`config.mk`:
```
export PLATFORM = sky130hd
export DESIGN_NAME = uart_ack_responder
export DESIGN_NICKNAME = d
export VERILOG_FILES = /design/src/rtl/uart_ack_responder.sv
export SDC_FILE = /design/constraint.sdc
export NUM_CORES = 1
export LEC_CHECK = 0
export BUFFER_PORTS_ARGS = -buffer_cell sky130_fd_sc_hd__buf_2
export CAP_MARGIN = 10
export CORE_UTILIZATION = 35
export DETAILED_ROUTE_END_ITERATION = 7
export GPL_TIMING_DRIVEN = 0
export SLEW_MARGIN = 30
export SYNTH_ARGS = -nofsm -noshare
export SYNTH_HDL_FRONTEND = slang
export SYNTH_SLANG_ARGS = --single-unit
```
`constraint.sdc`:
```
create_clock -name clk -period 5.7 [get_ports clk]
set_input_delay 0.285 -clock clk [delete_from_list [all_inputs] [get_ports clk]]
set_output_delay 0.285 -clock clk [all_outputs]
set_load 0.02 [all_outputs]
```
`src/rtl/uart_ack_responder.sv`:
```
// rtl/uart_ack_responder.sv - per-frame ACK/NAK responder on a return UART line
// Serializes ACK_CODE or NAK_CODE as start, LSB-first payload, even parity, stop; one pending slot.
module uart_ack_responder #(
  parameter int                    CLK_FREQ   = 50_000_000,
  parameter int                    BAUD_RATE  = 115_200,
  parameter int                    DATA_WIDTH = 8,
  parameter logic [DATA_WIDTH-1:0] ACK_CODE   = 'h06,
  parameter logic [DATA_WIDTH-1:0] NAK_CODE   = 'h15,
  parameter int                    CNT_WIDTH  = 16
) (
  input  logic                 clk,
  input  logic                 rst_n,
  input  logic                 rx_valid,
  input  logic                 rx_parity_err,
  output logic                 tx,
  output logic                 busy,
  output logic [CNT_WIDTH-1:0] ack_count,
  output logic [CNT_WIDTH-1:0] nak_count,
  output logic                 overrun
);

  localparam int CLKS_PER_BIT = CLK_FREQ / BAUD_RATE;
  localparam int BAUD_W       = (CLKS_PER_BIT > 1) ? $clog2(CLKS_PER_BIT) : 1;
  localparam int IDX_W        = (DATA_WIDTH > 1) ? $clog2(DATA_WIDTH) : 1;
  localparam logic [BAUD_W-1:0]    BAUD_LAST = BAUD_W'(CLKS_PER_BIT - 1);
  localparam logic [IDX_W-1:0]     IDX_LAST  = IDX_W'(DATA_WIDTH - 1);
  localparam logic [CNT_WIDTH-1:0] CNT_MAX   = '1;

  if (CLKS_PER_BIT < 2) begin : g_cpb_check
    $error("CLKS_PER_BIT must be at least 2");
  end

  typedef enum logic [2:0] {S_IDLE, S_START, S_DATA, S_PARITY, S_STOP} state_t;

  state_t                  state_q, state_d;
  logic [BAUD_W-1:0]       baud_q, baud_d;
  logic [IDX_W-1:0]        idx_q, idx_d;
  logic [DATA_WIDTH-1:0]   data_q, data_d;
  logic                    par_q, par_d;
  logic                    slot_q, slot_d;
  logic                    slot_err_q, slot_err_d;
  logic [CNT_WIDTH-1:0]    ack_q, ack_d;
  logic [CNT_WIDTH-1:0]    nak_q, nak_d;
  logic                    overrun_q, overrun_d;
  logic                    tx_q, tx_d;
  logic                    bit_end;
  logic                    stop_done;
  logic                    launch;
  logic                    launch_err;

  always_ff @(posedge clk) begin
    if (!rst_n) begin
      state_q    <= S_IDLE;
      baud_q     <= '0;
      idx_q      <= '0;
      data_q     <= '0;
      par_q      <= 1'b0;
      slot_q     <= 1'b0;
      slot_err_q <= 1'b0;
      ack_q      <= '0;
      nak_q      <= '0;
      overrun_q  <= 1'b0;
      tx_q       <= 1'b1;
    end else begin
      state_q    <= state_d;
      baud_q     <= baud_d;
      idx_q      <= idx_d;
      data_q     <= data_d;
      par_q      <= par_d;
      slot_q     <= slot_d;
      slot_err_q <= slot_err_d;
      ack_q      <= ack_d;
      nak_q      <= nak_d;
      overrun_q  <= overrun_d;
      tx_q       <= tx_d;
    end
  end

  always_comb begin
    state_d    = state_q;
    baud_d     = baud_q + 1'b1;
    idx_d      = idx_q;
    data_d     = data_q;
    par_d      = par_q;
    slot_d     = slot_q;
    slot_err_d = slot_err_q;
    ack_d      = ack_q;
    nak_d      = nak_q;
    overrun_d  = 1'b0;
    launch     = 1'b0;
    launch_err = 1'b0;
    tx_d       = 1'b1;
    bit_end    = (baud_q == BAUD_LAST);
    stop_done  = (state_q == S_STOP) && bit_end;

    case (state_q)
      S_IDLE: begin
        baud_d = '0;
        if (rx_valid) begin
          launch     = 1'b1;
          launch_err = rx_parity_err;
        end
      end
      S_START: if (bit_end) begin
        state_d = S_DATA;
        baud_d  = '0;
        idx_d   = '0;
      end
      S_DATA: if (bit_end) begin
        baud_d = '0;
        if (idx_q == IDX_LAST) state_d = S_PARITY;
        else                   idx_d   = idx_q + 1'b1;
      end
      S_PARITY: if (bit_end) begin
        state_d = S_STOP;
        baud_d  = '0;
      end
      S_STOP: if (bit_end) begin
        // A queued frame goes first; a coincident new request then takes the freed slot.
        if (slot_q) begin
          launch     = 1'b1;
          launch_err = slot_err_q;
          slot_d     = rx_valid;
          slot_err_d = rx_valid ? rx_parity_err : 1'b0;
        end else if (rx_valid) begin
          launch     = 1'b1;
          launch_err = rx_parity_err;
        end else begin
          state_d = S_IDLE;
          baud_d  = '0;
        end
      end
      default: begin
        state_d = S_IDLE;
        baud_d  = '0;
      end
    endcase

    if (state_q != S_IDLE && !stop_done && rx_valid) begin
      if (!slot_q) begin
        slot_d     = 1'b1;
        slot_err_d = rx_parity_err;
      end else begin
        overrun_d = 1'b1;
      end
    end

    if (launch) begin
      state_d = S_START;
      baud_d  = '0;
      idx_d   = '0;
      data_d  = launch_err ? NAK_CODE : ACK_CODE;
      par_d   = ^data_d;
      if (launch_err) begin
        if (nak_q != CNT_MAX) nak_d = nak_q + 1'b1;
      end else begin
        if (ack_q != CNT_MAX) ack_d = ack_q + 1'b1;
      end
    end

    // tx is registered, so it is derived from the state being entered.
    case (state_d)
      S_START:  tx_d = 1'b0;
      S_DATA:   tx_d = data_d[idx_d];
      S_PARITY: tx_d = par_d;
      default:  tx_d = 1'b1;
    endcase
  end

  assign tx        = tx_q;
  assign busy      = (state_q != S_IDLE);
  assign ack_count = ack_q;
  assign nak_count = nak_q;
  assign overrun   = overrun_q;

endmodule

```
## Word level (Yosys, flattened, before mapping)

Cells that the tools add are included.

| word-level totals | value |
|---|---|
| logic and storage cells | 85 |
| output and inout bits | 35 |
| register bits after elaboration | 60 |
| input port bits | 4 |

| operators by class | value |
|---|---|
| reduce and logical (&&, ||, !) cells | 12 |
| equal/unequal tests | 11 |
| multiplexer cells | 44 |
| add/subtract/negate cells | 4 |
| magnitude comparators | 1 |
| bitwise gates (word level) | 2 |

Operator list:

| operator | count |
|---|---|
| $mux 3 | 12 |
| $mux 9 | 4 |
| $add 16x1->16 const B | 2 |
| $ne 16x16->1 const B | 2 |
| $mux 1 | 19 |
| $pmux 9 s2 | 1 |
| $pmux 3 s5 | 1 |
| $eq 3x2->1 const B | 4 |
| $add 9x1->9 const B | 1 |
| $eq 9x9->1 const B | 1 |
| $mux 8 | 1 |
| $reduce_xor 8->1 | 1 |
| $eq 3x1->1 const B | 2 |
| $eq 3x3->1 const B | 2 |
| $pmux 3 s2 | 1 |
| $reduce_and 3->1 | 2 |
| $mux 5 | 1 |
| $lt 3x4->1 const B | 1 |
| $pmux 1 s2 | 2 |
| $add 3x1->3 const B | 1 |
| $bmux 1 s3 | 1 |
| $logic_and 1x1->1 | 3 |
| $logic_not 3->1 | 1 |
| $pmux 1 s3 | 1 |
| 6 further kinds | 7 |

## Logic depth before layout (Yosys ltp)

| depth | value |
|---|---|
| word-level depth | 9 |
| mapped depth | 10 |
| gate-level depth less buffers | 9 |

## Worst setup path before layout

OpenSTA, ideal clock, no wires.

| timing | value |
|---|---|
| kind | reg2reg |
| start | reg baud_q[1] |
| end | reg tx_q (netlist: tx) |
| arrival time | 2.110 ns |
| slack | 3.450 ns |
| required time | 5.560 ns |
| clock period less this slack | 2.250 ns |
| buffers on the path | 0 |
| stages on the path, launching flop included | 10 |
| library setup time | 0.140 ns |
| path through | dfxtp_1 > inv_1 > ha_1 > and4b_2 > a32o_1 > a22oi_1 > or2_1 > mux2_1 > o2111ai_1 > o2111ai_1 |

| between the ends | value |
|---|---|
| word-level cells in the longest chain between the ends | 8 |
| elaborated cells on any way between the ends | 25 |
| those cells by class | eq/ne: 4; mux: 20; reduce/logical: 1 |

RTL lines:

| item | RTL line | text |
|---|---|---|
| start: declaration | 36 | `logic [BAUD_W-1:0] baud_q, baud_d;` |
| start signal: assignment | 66 | `baud_q <= baud_d;` |
| $eq 9x9->1 (*) | 93 | `bit_end = (baud_q == BAUD_LAST);` |
| $mux 1 | 118 | `S_STOP: if (bit_end) begin` |
| $pmux 1 s2 | 96 | `case (state_q)` |
| $mux 5 | 152 | `data_d = launch_err ? NAK_CODE : ACK_CODE;` |
| $mux 8 | 148 | `if (launch) begin` |
| $bmux 1 s3 | 164 | `S_DATA: tx_d = data_d[idx_d];` |
| $mux 1 (implied by the code) | 164 |  |
| $pmux 1 s3 (*) | 162 | `case (state_d)` |
| end signal: assignment | 75 | `tx_q <= tx_d;` |
| end: declaration | 45 | `logic tx_q, tx_d;` |

Every way passes the cells marked *; elsewhere a longest branch is shown, timed or not. The select of a mux whose other input is x is not followed.
A chain may end at the register's enable or synchronous reset.

## Worst setup path after layout

| timing | value |
|---|---|
| start | reg state_q[1] |
| end | reg tx_q (netlist: tx) |

| between the ends | value |
|---|---|
| word-level cells in the longest chain between the ends | 7 |
| elaborated cells on any way between the ends | 28 |
| those cells by class | eq/ne: 7; mux: 19; reduce/logical: 2 |

RTL lines:

| item | RTL line | text |
|---|---|---|
| start: declaration | 35 | `state_t state_q, state_d;` |
| start signal: assignment | 65 | `state_q <= state_d;` |
| $eq 3x3->1, or another cell as far along | 96 |  |
| $pmux 1 s2 / $mux 3 (equally long branches) | 96, 120 |  |
| $mux 5 / $mux 3 (equally long branches) | 152, 118 |  |
| $mux 8 / $pmux 3 s5 (equally long branches) | 148, 96 |  |
| $bmux 1 s3 / $mux 3 (equally long branches) | 164, 148 |  |
| $mux 1 (implied by the code), or another cell as far along | 164 |  |
| $pmux 1 s3 (*) | 162 |  |

Marked as above.

==> flow_summary.yaml <==
drt:
  route.detailed.wl_per_inst_um: 13.5
  vias_per_cell: 5.17
  drtIter0Drc: 116
  vias: 2613
  wl_mm: 6.83
  drc: 0
  detail-route-antenna-nets: 0
  dr.pass1.iters: 4
synth:
  synth.distinct_cells: 54
  netlist_top_cells_area: "dfxtp_1 (39%), xor2_1 (5.5%), and2_1 (5.3%)"
  synth_enable_flop_cells: 0
  yosysSeqAreaShare: 0.393
  synth_nets: 355
  yosysWarnings: 0
  synth_area_per_cell_um2: 8.82
  syn_inst: 346
  netlist_area_mm2: 0.00305
  ys_seq_elements: 60
  synth_top_area_share: 0.393
  ys_async_sr_fraction: 0
  ys.flop_type: "dfxtp_1"
  synth_largest_area_cell: "dfxtp_1"
cells_and_area:
  area_growth_pct: 17.8
  finish.instance_area_mm2: 0.00360
  drive_gt1_frac: 0.185
  antenna_cells: 0
  nets: 404
timing:
  tns_ns: 0
  drv_slew: 0
  worst_pin_slew_ns: 0.574
  fin_crit_sh: 0.451
  finalSetupViolations: 0
  min_period_ns: 2.57
  relSlewSlack: 0.618
  rsz0062_at_grt: "false"
  fmax_mhz: 389
  fin_skew_ns: 0.0127
  hold_viol_final: 0
clock_network:
  htreeDepth: 3
  cts_resized: 0
  post_cts_buffers: 0
  cts_max_path_buffers: 2
  clock-root-buffer: "clkbuf_8"
  clkTransAtPathRegs_ns: 0.07
  insertion_delay_ns: 0.34
  ctsHoldBuffers: 0
  numCtsBuffers: 9
  cts_tree: "done"
  cts.sinks: 60
setup_path:
  cp-startpoint: "state_q[1]"
  cp_common_cell: "o2111ai_1"
  crit_type: "flip-flop to flip-flop"
  startpoint_type: "flip-flop"
  r2r-start: "state_q[1]"
  critical_path_required_ns: 5.87
  critPathBufInv: 1
  cp_slowest_cell: "a22oi_1"
  critPathArrivalTime_ns: 2.74
  cp_max_fo: 10
  max_stage_delay_ns: 0.45
  critPathCaptureType: "flip-flop"
  crit_chain: "clkbuf_1 > a21boi_0 > o2111ai_1 > a22oi_1 > or2_1 > mux2_1 > o2111ai_1 > o2111ai_1"
  crit_family: "compound AO/OA/AOI/OAI gates"
power_and_ir_drop:
  p_leak_nw: 1.48
  power_density_mw_per_mm2: 255
  vdd_drop_max_uv: 96.3
min_path:
  hold_start: "rx_valid"
  hp-class: "primary input to flip-flop"
global_routing:
  grt_pass1_vias: 2528
  grt_usage: 0.166
  overflow: 0
  grt_antenna_before_repair: 0
  grt_max_degree: 13
  grt_pass1_wl_mm: 11.8
placed_design:
  hpwl_mm: 4.83
  gp_congestion: 0.796
  placed_cell_area_mm2: 0.00337
  io_buffers: 38
die:
  die_area_mm2: 0.00910
  initial_core_util: 0.366
  die-width_um: 95.4
  placeableCoreArea_mm2: 0.00834
  die_h_um: 95.4
  ios: 39
  num_rows: 33
outcome:
  outcome: "finished, final reports clean"
flow_run:
  cap_violations: 0
-- area by class of cell --
class                           count  area, µm²
Buffer                             14       65.1
Clock buffer                        9        124
Clock inverter                      7       98.8
Fill cell                         836       4740
Inverter                           11       41.3
Multi-Input combinational cell    261       1750
Sequential cell                    60       1200
Tap cell                          105        131
Timing Repair Buffer               38        190
-- layer usage --
metal  wire, µm  vias up  share of wire  GRT usage
met1       3320     1232           0.49      0.212
li1           -     1323              -          -
met5          0        -              0          0
met2       3180       51           0.47      0.279
met3        241        7          0.035     0.0239
met4         93        0          0.014     0.0721
-- cell usage after synthesis (2+ instances only) --
cell	count
a21boi_0	4
o311a_1	2
nand2_1	31
nor3_2	9
nor2_1	22
and4_1	4
o2111ai_1	3
nand3_1	18
nor3_1	10
nor2b_1	5
nand3b_1	4
or3_1	7
or4_1	2
nor4_1	2
xnor2_1	11
a211o_1	2
clkbuf_1	10
a21boi_1	6
or2_1	2
xor2_1	19
o21a_1	3
and2_1	26
ha_1	5
mux2i_1	3
buf_4	3
dfxtp_1	60
a21oi_1	7
inv_1	11
o21ai_1	4
o21ai_0	9
and3_1	8
o221ai_1	2
a31oi_1	2
nand4_1	10
-- final timing paths --
kind / cells after the start / to / slack (ns)
max reg2reg: 8 / tx / 3.13
min reg2reg: 1 / data_q[2] / 0.47
min: 3 / slot_q / 0.30
max: 8 / tx / 3.13
-- cells in the final DEF, fill, tap and decap left out, drive strengths merged, types with 3 or more instances in the layout --
cell type and instances:
nand3b 4, inv 12, nor4 3, nand3 18
clkinv 3, o21a 3, o21ai 13, a21boi 10
and3 8, buf 42, xor2 19, nor3 19
ha 5, o2111ai 3, xnor2 11, mux2i 3
nand4 11, and2 26, nand2 32, nor2b 5
or3 7, clkbuf 19, dfxtp 60, nor2 22
a21oi 7, and4 4
-- tightest hold or removal path, stage by stage --
cell,delay [ns]
buf_2,0.15
a21oi_1,0.05
nor2_1,0.10
-- registers in the layout, summed over array words and instances (netlist names) --
register	cells
nak_count	16
slot_err_q	1
slot_q	1
state_q	3
idx_q	3
baud_q	9
ack_count	16
par_q	1
tx	1
data_q	8
overrun	1
-- cells by family (layout without fill, tap and decap cells) --
kind of cell    count (synthesis)  in the layout  synth area share
mux                             4              4            0.0135
fa+ha+maj                       5              5            0.0205
xor+xnor                       30             30            0.0861
simple gates                  168            168             0.321
compound gates                 54             54             0.131
buf+inv                        25             79            0.0348
flops                          60             60             0.393
-- power by group --
part	total, W	switching [W]	internal, W
registers	0.000432	0.00000615	0.000426
logic	0.0000558	0.0000361	0.0000196
clock network	0.000429	0.000181	0.000248
-- stage by stage --
stage / cells / power (W) / setup slack, ns / hold slack, ns / util
after floorplan: 346 / 0.000480 / 3.45 / 0.417 / -
after CTS: 505 / 0.000927 / 3.13 / 0.286 / 0.431
after global placement: 489 / 0.000498 / 3.17 / 0.449 / 0.405
after detailed placement: 489 / 0.000498 / 3.17 / 0.456 / 0.405
after global routing: 505 / 0.000952 / 2.94 / 0.314 / 0.431
final: 505 / 0.000917 / 3.13 / 0.302 / 0.431
(Power assumes the default switching activity.)
